$ cat src/rtl/fifo_read_packer.sv
// fifo_read_packer: packs BEATS show-ahead FIFO entries into one registered valid/ready word
module fifo_read_packer #(
    parameter int WIDTH = 4,
    parameter int BEATS = 2,
    localparam int CW = (BEATS > 1) ? $clog2(BEATS) : 1
) (
    input  logic                   clk,
    input  logic                   rst_n,
    input  logic                   empty,
    output logic                   re,
    input  logic [WIDTH-1:0]       rdata,
    input  logic                   clear,
    output logic                   out_valid,
    input  logic                   out_ready,
    output logic [WIDTH*BEATS-1:0] out_data,
    output logic [CW-1:0]          beat_cnt
);
    logic last;
    logic slot_free;
    logic [WIDTH*BEATS-1:0] next_word;

    assign slot_free = ~out_valid | out_ready;
    assign re = rst_n & ~empty & ~clear & (~last | slot_free);

    if (BEATS > 1) begin : g_acc
        logic [BEATS-2:0][WIDTH-1:0] acc;
        assign last = (beat_cnt == CW'(BEATS - 1));
        assign next_word = {rdata, acc};
        // Non-final beats fill accumulator slots; clear only rewinds the count
        always_ff @(posedge clk or negedge rst_n) begin
            if (!rst_n) begin
                acc      <= '0;
                beat_cnt <= '0;
            end else if (clear) begin
                beat_cnt <= '0;
            end else if (re) begin
                if (!last)
                    acc[beat_cnt] <= rdata;
                beat_cnt <= last ? '0 : beat_cnt + CW'(1);
            end
        end
    end else begin : g_direct
        assign last = 1'b1;
        assign next_word = rdata;
        assign beat_cnt = '0;
    end

    // Final pop loads a complete word; acceptance without a new word drops valid
    always_ff @(posedge clk or negedge rst_n) begin
        if (!rst_n) begin
            out_valid <= 1'b0;
            out_data  <= '0;
        end else if (re && last) begin
            out_valid <= 1'b1;
            out_data  <= next_word;
        end else if (out_ready) begin
            out_valid <= 1'b0;
        end
    end
endmodule

$ cat config.mk
export PLATFORM = sky130hd
export DESIGN_NAME = fifo_read_packer
export DESIGN_NICKNAME = d
export VERILOG_FILES = /design/src/rtl/fifo_read_packer.sv
export SDC_FILE = /design/constraint.sdc
export NUM_CORES = 1
export LEC_CHECK = 0
export ABC_AREA = 1
export BUFFER_PORTS_ARGS = -buffer_cell sky130_fd_sc_hd__buf_2
export CELL_PAD_IN_SITES_DETAIL_PLACEMENT = 2
export CELL_PAD_IN_SITES_GLOBAL_PLACEMENT = 2
export CORE_MARGIN = 4
export CORE_UTILIZATION = 28
export CTS_CLUSTER_DIAMETER = 150
export DETAILED_ROUTE_END_ITERATION = 8
export GPL_TIMING_DRIVEN = 1
export HOLD_SLACK_MARGIN = 0.1
export PLACE_DENSITY_LB_ADDON = 0.12
export SYNTH_ARGS = -nofsm -noshare
export SYNTH_HDL_FRONTEND = slang
export SYNTH_SLANG_ARGS = --single-unit
$ cat constraint.sdc
create_clock -name clk -period 1 [get_ports clk]
set_input_delay 0.15 -clock clk [delete_from_list [all_inputs] [get_ports clk]]
set_output_delay 0.15 -clock clk [all_outputs]
set_load 0.02 [all_outputs]
==> flow_metrics.py <==
metrics = {
    "yosys": {
        "synth_warnings": 0,
        "synth_xor_area_share_pct": 0,
        "synthTopCellsByArea": "dfrtp_1 55%, nand2_1 18%, nand4_1 7.9%",
        "synth_seq_cells": 14,
        "synth_fp_nets": 77,
        "synth_compound_area_share_pct": 0,
        "syn_area_um2": 636,
        "syn_avg_cell_area_um2": 9.35,
        "yosysSeqAreaShare_pct": 55.1,
        "muxShareOfSynthArea_pct": 0,
        "synthAdderAreaFrac_pct": 0,
        "synth_top_family_by_area": "simple AND/OR/NAND/NOR gates",
        "synth-simple-area-share_pct": 41.3,
        "synth_cell_type_count": 13,
        "synth_top_area_share_pct": 55.1,
        "synth_top_area_cell": "dfrtp_1",
        "syn_inst": 68,
    },
    "sta": {
        "rsz0062_at_grt": "true",
        "finalMaxSlewViolations": 0,
        "hold_ws_ns": 0.208,
        "max_freq_ghz": 0.814,
        "setup_ws_ns": -0.229,
        "finalCriticalPeriod_ns": 1.23,
        "finalHoldViolations": 0,
        "finalSetupTns_ns": -2.50,
        "finClkSkew_ns": 0.00503,
        "finalSetupViolCount": 17,
        "max_slew_margin_pct": 81.4,
        "tightest_slew_ns": 0.278,
        "period_share_pct": 123,
    },
    "finish": {
        "finalInstanceArea_um2": 1130,
        "drive_above_1_share_pct": 50.0,
        "layout_common_cells": "28 x nand2_1, 15 x buf_6, 14 x buf_4",
        "insertedDiodeCount": 0,
        "fin_cells": 143,
        "mostFrequentLayoutCell": "nand2_1",
        "utilization_pct": 54.6,
        "area_growth_pct": 77.2,
        "nNetsFinal": 126,
    },
    "placement": {
        "hpwl_mm": 1.42,
        "io_buffers": 19,
        "gp_congestion": 0.798,
        "dp.cells": 121,
        "placed_area_um2": 823,
    },
    "floorplanning": {
        "fp-row-count": 16,
        "core-area_um2": 2060,
        "fp.dieW_um": 55.6,
        "initial_core_util_pct": 30.8,
        "ios": 20,
        "die_area_um2": 3100,
        "fp.dieH_um": 55.6,
    },
    "clock_network": {
        "path_clk_slew_ns": 0.10,
        "cts_tree": "yes",
        "clock_tree.buffer_depth": 2,
        "cts_sinks": 14,
        "clkLatencyLatePin_ns": 0.28,
        "root_buffer": "clkbuf_4",
        "cts_max_level": 1,
        "cts_made_buffers": 3,
    },
    "power_and_ir_drop": {
        "ir_worst_vdd_mv": 1.10,
        "p_leak_nw": 0.610,
        "p_per_area_nw_per_um2": 1720,
    },
    "worst_setup_path": {
        "reg2reg_depth": 6,
        "arrival_ns": 1.44,
        "cp_max_fo": 4,
        "r2r-start": "beat_cnt",
        "reg2reg_to": "g_acc.acc[3]",
        "cp-end-kind": "register",
        "cp.required_ns": 1.22,
        "worst-r2r-setup-slack_ns": -0.23,
        "path_class": "reg2reg",
        "worst_setup_path_start_kind": "register",
    },
    "grt": {
        "grt_first_pass_wirelength_mm": 3.63,
        "antenna_found_initial": 0,
        "grt_overflow": 0,
        "grt_max_degree": 10,
        "track_usage_pct": 15.3,
        "grt_pass1_vias": 682,
    },
    "routing": {
        "first_pass_iters": 4,
        "wl_per_cell_um": 19.5,
        "vias_per_cell": 4.73,
        "ant_nets": 0,
        "route.detailed.drc": 0,
        "initialDrtViolationCount": 17,
        "via_count": 677,
        "wirelength_mm": 2.79,
    },
    "outcome": {
        "violations": "setup timing",
        "status": "finished, violations left",
    },
    "min_path": {
        "hold_class": "in2async",
    },
    "flow_run": {
        "max-cap-violations": 0,
    },
}
-- sequential cells by signal, indices dropped and copies added (netlist names) --
register and count:
out_valid 1, g_acc.acc 4, out_data 8, beat_cnt 1
-- layer usage --
layer | wire length, µm | up-vias | track usage [%]
li1 | - | 322 | -
met1 | 1290 | 342 | 19.3
met2 | 1430 | 11 | 25.3
met3 | 48 | 2 | 2.55
met4 | 10 | 0 | 7.29
met5 | 0 | - | 0
-- through the flow --
stage               setup WS (ns)  total power (W)
global route               -0.292          0.00204
detailed placement      0.0000882          0.00121
finish                     -0.229          0.00194
global placement           0.0171          0.00119
CTS                        -0.190          0.00169
floorplan                -0.00525          0.00102
-- cells in the mapped netlist --
master and number:
nand4_4 1, nand3_1 1, nor3_2 1, nand2_2 3, nor2_1 1, dfrtp_1 14, nand2_4 1, nand4_1 8
buf_4 1, inv_1 4, nor2_8 1, nor2_2 1, nand2_1 31
-- layout make-up --
cell class | instances | area (µm²)
timing repair buffer | 44 | 382
fill | 221 | 936
sequential | 14 | 352
tap | 27 | 33.8
clock buffer | 4 | 36.3
inverter | 4 | 15.0
multi-input combinational | 50 | 308
-- how the worst max path moves through the flow --
stage | start | endpoint | slack [ns] | cells past startpoint
after floorplan | beat_cnt | re | -0.005 | 4
after global routing | beat_cnt | g_acc.acc[3] | -0.29 | 6
after detailed placement | empty | re | 0.00009 | 7
after CTS | beat_cnt | re | -0.19 | 4
after global placement | beat_cnt | re | 0.02 | 4
final | beat_cnt | g_acc.acc[3] | -0.23 | 6
-- cells by family after synthesis --
logic type	after synthesis
and+or+nand+nor	49
DFF	14
buffers and inverters	5
-- power breakdown --
part	switching, W	internal, W	leakage, nW
combinational	0.000360	0.000364	0.410
sequential	0.0000991	0.000690	0.180
clock	0.000201	0.000221	0.0210
-- worst max-delay path, cell delays in order, from the launching register on --
cell     delay [ns]
dfrtp_2        0.46
buf_4          0.15
buf_4          0.14
nor3_4         0.13
buf_6          0.14
nand2_1        0.06
nand2_1        0.08
-- what timing repair did --
item,CTS,global route
setup endpoints to repair,7,25
resized for setup,11,22
setup buffers,6,5
endpoints found under the hold margin,18,8
pin swaps,5,4
gates cloned,0,1
hold buffers,5,1
Power figures use the tool's default switching activity.
